==> config.mk <==
export PLATFORM = sky130hd
export DESIGN_NAME = reg_writeback
export DESIGN_NICKNAME = d
export VERILOG_FILES = /design/src/rtl/reg_writeback_pkg.sv /design/src/rtl/reg_writeback_byte_sel.sv /design/src/rtl/reg_writeback.sv
export SDC_FILE = /design/constraint.sdc
export NUM_CORES = 1
export LEC_CHECK = 0
export CELL_PAD_IN_SITES_DETAIL_PLACEMENT = 1
export CELL_PAD_IN_SITES_GLOBAL_PLACEMENT = 2
export CORE_ASPECT_RATIO = 0.5
export CORE_MARGIN = 3
export CORE_UTILIZATION = 22
export CTS_CLUSTER_SIZE = 12
export DETAILED_ROUTE_END_ITERATION = 12
export PLACE_DENSITY = 0.82
export SYNTH_ARGS = -nofsm -noshare
export SYNTH_HDL_FRONTEND = slang
export SYNTH_HIERARCHICAL = 1
export SYNTH_SLANG_ARGS = --single-unit
==> constraint.sdc <==
create_clock -name clk -period 4.5 [get_ports clk]
set_input_delay 0.9 -clock clk [delete_from_list [all_inputs] [get_ports clk]]
set_output_delay 0.9 -clock clk [all_outputs]
set_load 0.02 [all_outputs]
==> src/rtl/reg_writeback_pkg.sv <==
// Shared widths, register indices and result-source decode for the writeback stage.
`ifndef REG_WRITEBACK_DEFINES
`define REG_WRITEBACK_DEFINES
`define FULLW 32
`define WIDTH 32
`define WORD [`FULLW-1:0]
`endif

package reg_writeback_pkg;

    localparam int FULLW  = `FULLW;
    localparam int LR_IDX = 14;
    localparam int PC_IDX = 15;

    typedef enum logic [1:0] {
        SRC_ALU  = 2'd0,
        SRC_WORD = 2'd1,
        SRC_BYTE = 2'd2,
        SRC_LINK = 2'd3
    } wb_src_e;

    // Link outranks load, and a byte load outranks a word load.
    function automatic wb_src_e wb_src(input logic link, input logic is_load,
                                       input logic is_byte);
        if (link)
            return SRC_LINK;
        else if (is_load && is_byte)
            return SRC_BYTE;
        else if (is_load)
            return SRC_WORD;
        else
            return SRC_ALU;
    endfunction

endpackage

==> src/rtl/reg_writeback_byte_sel.sv <==
// Big-endian byte extract for ldrb: byte 0 is word[31:24], result zero-extended.
module wb_byte_sel
    import reg_writeback_pkg::*;
(
    input  logic [FULLW-1:0] word,
    input  logic [1:0]       off,
    output logic [FULLW-1:0] byte_z
);

    always_comb begin
        byte_z = '0;
        case (off)
            2'd0:    byte_z[7:0] = word[31:24];
            2'd1:    byte_z[7:0] = word[23:16];
            2'd2:    byte_z[7:0] = word[15:8];
            default: byte_z[7:0] = word[7:0];
        endcase
    end

endmodule

==> src/rtl/reg_writeback.sv <==
// Writeback stage: selects the retiring result, issues it to the register file or PC
// one cycle later, forwards it over the registered RF read, and tracks in-flight writes.
module reg_writeback
    import reg_writeback_pkg::*;
#(
    parameter int ADDR_WIDTH = 4
) (
    input  logic                       clk,
    input  logic                       rst,
    // m_valid has no ready: a result is accepted every cycle it is high, never stalled.
    input  logic                       m_valid,
    input  logic [ADDR_WIDTH-1:0]      m_wa,
    input  logic [FULLW-1:0]           m_alu,
    input  logic                       m_is_load,
    input  logic                       m_is_byte,
    input  logic                       m_link,
    input  logic [FULLW-1:0]           m_ld_data,
    input  logic [1:0]                 m_byte_off,
    input  logic [FULLW-1:0]           m_pc,
    input  logic [ADDR_WIDTH-1:0]      rn_a,
    input  logic [ADDR_WIDTH-1:0]      rm_a,
    input  logic [FULLW-1:0]           rn_rf,
    input  logic [FULLW-1:0]           rm_rf,
    output logic                       we,
    output logic [ADDR_WIDTH-1:0]      wa,
    output logic [FULLW-1:0]           wd,
    output logic                       pc_we,
    output logic [FULLW-1:0]           pc_wd,
    output logic [FULLW-1:0]           rn_fwd,
    output logic [FULLW-1:0]           rm_fwd,
    output logic [(1<<ADDR_WIDTH)-1:0] pending
);

    localparam int NREG = 1 << ADDR_WIDTH;

    logic [ADDR_WIDTH-1:0] dest;
    logic [FULLW-1:0]      byte_val;
    logic [FULLW-1:0]      res;
    logic                  to_pc;
    logic                  to_rf;
    logic [NREG-1:0]       set_mask;
    logic [NREG-1:0]       clr_mask;

    logic                  we_q;
    logic [ADDR_WIDTH-1:0] wa_q;
    logic [FULLW-1:0]      wd_q;
    logic [ADDR_WIDTH-1:0] rn_q;
    logic [ADDR_WIDTH-1:0] rm_q;

    wb_byte_sel u_byte_sel (
        .word   (m_ld_data),
        .off    (m_byte_off),
        .byte_z (byte_val)
    );

    always_comb begin
        dest = m_link ? ADDR_WIDTH'(LR_IDX) : m_wa;
        res  = m_alu;
        case (wb_src(m_link, m_is_load, m_is_byte))
            SRC_LINK: res = m_pc + 32'd4;
            SRC_BYTE: res = byte_val;
            SRC_WORD: res = m_ld_data;
            default:  res = m_alu;
        endcase
        to_pc = (dest == ADDR_WIDTH'(PC_IDX));
        to_rf = m_valid && !to_pc;
    end

    // A register re-captured on the edge its previous write issues stays pending.
    always_comb begin
        set_mask = '0;
        clr_mask = '0;
        if (m_valid)
            set_mask = NREG'(1) << dest;
        if (we)
            clr_mask = NREG'(1) << wa;
        else if (pc_we)
            clr_mask = NREG'(1) << PC_IDX;
    end

    always_ff @(posedge clk or posedge rst) begin
        if (rst) begin
            we      <= 1'b0;
            wa      <= '0;
            wd      <= '0;
            pc_we   <= 1'b0;
            pc_wd   <= '0;
            pending <= '0;
        end else begin
            we      <= to_rf;
            pc_we   <= m_valid && to_pc;
            if (to_rf) begin
                wa <= dest;
                wd <= res;
            end
            if (m_valid && to_pc)
                pc_wd <= res;
            pending <= (pending & ~clr_mask) | set_mask;
        end
    end

    // The RF read returns pre-write contents, so remember the write that lands with it.
    always_ff @(posedge clk or posedge rst) begin
        if (rst) begin
            we_q <= 1'b0;
            wa_q <= '0;
            wd_q <= '0;
            rn_q <= '0;
            rm_q <= '0;
        end else begin
            we_q <= we;
            wa_q <= wa;
            wd_q <= wd;
            rn_q <= rn_a;
            rm_q <= rm_a;
        end
    end

    always_comb begin
        rn_fwd = (we_q && (wa_q == rn_q)) ? wd_q : rn_rf;
        rm_fwd = (we_q && (wa_q == rm_q)) ? wd_q : rm_rf;
    end

endmodule

==> impl_summary.txt <==
----------------------------------------------------
[Run status]
  Result of the run ... completed

[Worst setup path]
  Number of buffer and inverter instances along the worst setup path ... 2
  Required time at the worst-slack endpoint ... 3.60 ns
  Largest delay share family, worst path ... buffers and inverters
  Startpoint Class ... register
  Highest cell delay on the worst timing path ... 0.56 ns
  Critical Path AT ... 2.83 ns
  Crit. End Element ... primary output
  Maximum fanout along the worst path ... 31
  Critical-path top delay cell ... sky130_fd_sc_hd__clkdlybuf4s50_1
  Crit Path Category ... reg2out
  Critical path cell sequence ... xor2_1, nor4_2, buf_4, mux2_2, clkdlybuf4s50_1

[Job]
  Max-cap violation count ... 0

[Clocking]
  Clock transition time at the flip-flop clock pins of the worst setup and hold paths ... 0.06 ns
  CTS tree ... done
  Post CTS Setup Buffer Count ... 0
  Post-CTS resize count ... 0
  CTS root buffer ... sky130_fd_sc_hd__clkbuf_16
  Cts bufs inserted ... 17
  Count of hold-fix buffers inserted at cts ... 0
  Level count of the clock H-tree ... 4
  Clock latency on the worst-skew pair ... 0.43 ns
  Longest Clk Path Bufs ... 2
  Sink Count ... 131

[Cells and area]
  Fraction of layout cells with a size suffix above 1 ... 0.144
  Area growth from synthesis to layout ... 58.3%
  Post-route cell area ... 11300 um^2
  Post-layout net count ... 1193
  Filler cell count in the final layout ... 3475

[Die]
  Area of the core ... 31100 um^2
  Count of boundary I/O pins ... 330
  Initial cell density of the core ... 0.230
  Full die area ... 34900 um^2
  Floorplan row count ... 45
  Width of the die ... 261 um
  Die Y ... 134 um

[Routing]
  Residual DRC ... 0
  Sum of routed wire length over all layers ... 31900 um
  Drt pass-1 iters ... 4
  Number of vias in the routed layout ... 6600
  Initial detailed-routing violation count ... 256
  Mean routed wirelength per cell ... 22.0 um
  Post-route ant nets ... 0
  Post-DR vias/cell ... 4.55

[Worst hold path]
  Path class of the lowest-slack min-delay path ... reg2reg

[Yosys]
  Number of flops mapped to enable cells by yosys ... 0
  Post-synthesis instance area ... 7160 um^2
  Main area contributors after synthesis ... sky130_fd_sc_hd__dfrtp_1 (46%), sky130_fd_sc_hd__mux2_2 (12%), sky130_fd_sc_hd__mux2i_1 (4.5%)
  Synth Register Bits ... 131
  Count of cell types in the netlist ... 59
  Top_reg_cell synth ... sky130_fd_sc_hd__dfrtp_1
  Share of flip-flops with an asynchronous set or reset ... 1.00
  Synth Warn # ... 6
  Average instance area after synthesis ... 10.3 um^2
  Top cell type's share of synthesized area ... 0.458
  Part of the Yosys area used for sequential elements ... 0.458
  Count of mapped cells out of synthesis ... 692
  Top cell type by total area after synthesis ... sky130_fd_sc_hd__dfrtp_1

[Timing]
  Number of max-slew violations in the final report ... 0
  Total negative setup slack ... 0 ns
  Achievable clock frequency ... 0.268 GHz
  Worst setup skew after layout ... 0.0102 ns
  Setup repair after global routing missed its margin ... false
  Min cycle time layout ... 3.73 ns
  Final Hold Violating Endpoints ... 0
  Tightest slew margin relative to the limit ... 0.396
  Total of endpoints with negative setup slack in the final report ... 0
  Tcrit/Tclk final ... 0.830
  Actual slew at the worst max-slew pin ... 0.884 ns

[Placement]
  Gpl congestion ... 0.862
  Port Buf Inserts ... 329
  Placed wire-length estimate ... 25800 um
  Instance area after placement ... 10800 um^2

[Global route]
  Total GRT Usage ... 0.182
  First-pass GRT wire length ... 47100 um
  Overflow left after global routing ... 0
  Largest net degree at the start of global routing ... 75
  Vias in the first global route ... 7144
  Initial antenna violation count ... 3

[Power and ir drop]
  Static leakage ... 0.00450 uW
  Maximum vdd ir drop ... 0.261 mV
  Power per cell area ... 356 nW/um^2

----------------------------------------------------
## routing by layer
metal	part of all wire	global-route usage	vias up
li1	-	-	3070
met4	0.021	0.0541	0
met1	0.41	0.224	3383
met3	0.035	0.0300	30
met5	0	0	-
met2	0.53	0.326	117
## cells in the final DEF (no fill, tap or decap), types with 22 or more instances in the layout
| master | Yosys | routed |
|---|---|---|
| sky130_fd_sc_hd__a211oi_1 | 22 | 22 |
| sky130_fd_sc_hd__a21oi_1 | 29 | 29 |
| sky130_fd_sc_hd__clkdlybuf4s50_1 | 0 | 326 |
| sky130_fd_sc_hd__conb_1 | 1 | 24 |
| sky130_fd_sc_hd__dfrtp_1 | 131 | 131 |
| sky130_fd_sc_hd__mux2_2 | 79 | 79 |
| sky130_fd_sc_hd__mux2i_1 | 32 | 32 |
| sky130_fd_sc_hd__nand2_1 | 59 | 59 |
| sky130_fd_sc_hd__nor2_1 | 68 | 68 |
| sky130_fd_sc_hd__o21ai_0 | 61 | 61 |
## cells by family after synthesis
| family | synth area share |
|---|---|
| other cells | 0.000524 |
| simple gates | 0.128 |
| xor+xnor | 0.0379 |
| fa+ha+maj | 0.00175 |
| compound gates | 0.118 |
| buf+inv | 0.0614 |
| flops | 0.458 |
| mux | 0.194 |
## where the power goes
group | leakage [uW] | internal, uW | total, uW | switching [uW]
registers | 0.00155 | 1360 | 1500 | 137
clock network | 0.000273 | 772 | 1320 | 547
logic | 0.00267 | 598 | 1220 | 617
## registers in the layout, summed over array words and instances (netlist names), 4 cells and up
register  cells
pc_wd        32
wd           32
wd_q         32
pending      16
rm_q          4
rn_q          4
wa            4
wa_q          4
## per-stage QoR
stage,hold slack (ns),instances,setup WS [ns],utilization,power [uW]
finish,0.400,1451,0.766,0.364,4030
detailed placement,0.390,1416,1.20,0.346,2740
CTS,0.406,1448,0.721,0.364,4080
global route,0.417,1451,0.621,0.364,4220
floorplan,0.508,715,0.102,-,2030
global placement,0.386,1416,1.26,0.346,2720
## area by class of cell
type                            instances  area (um^2)  area share
Antenna cell                            3         7.51    0.000663
Timing Repair Buffer                  342         3380       0.298
Sequential cell                       131         3280       0.289
Clock buffer                           19          443      0.0391
Inverter                               10         42.5     0.00376
Multi-Input combinational cell        510         3540       0.313
Clock inverter                         13          110     0.00972
Tap cell                              423          529      0.0467
## final timing paths
| path | start | to | slack [ns] | cells after the start |
|---|---|---|---|---|
| max reg2reg | we | pending[2] | 3.04 | 3 |
| min | wd[15] | wd_q[15] | 0.40 | 0 |
| min reg2reg | wd[15] | wd_q[15] | 0.40 | 0 |
| min in group asynchronous | rst | wd_q[14] | 1.00 | 2 |
| max in group asynchronous | rst | wd[1] | 2.70 | 3 |
| max | rm_q[3] | rm_fwd[13] | 0.77 | 5 |
## Yosys cell counts, drive strengths merged, types with 9 or more instances
cell type    n
a211oi      22
a21oi       29
buf         29
clkbuf      35
dfrtp      131
inv          9
mux2        79
mux2i       32
nand2       59
nand3       14
nand4       11
nor2        68
o21ai       62
xnor2       11
xor2        20
No activity file was read; power rests on OpenSTA's default activity.
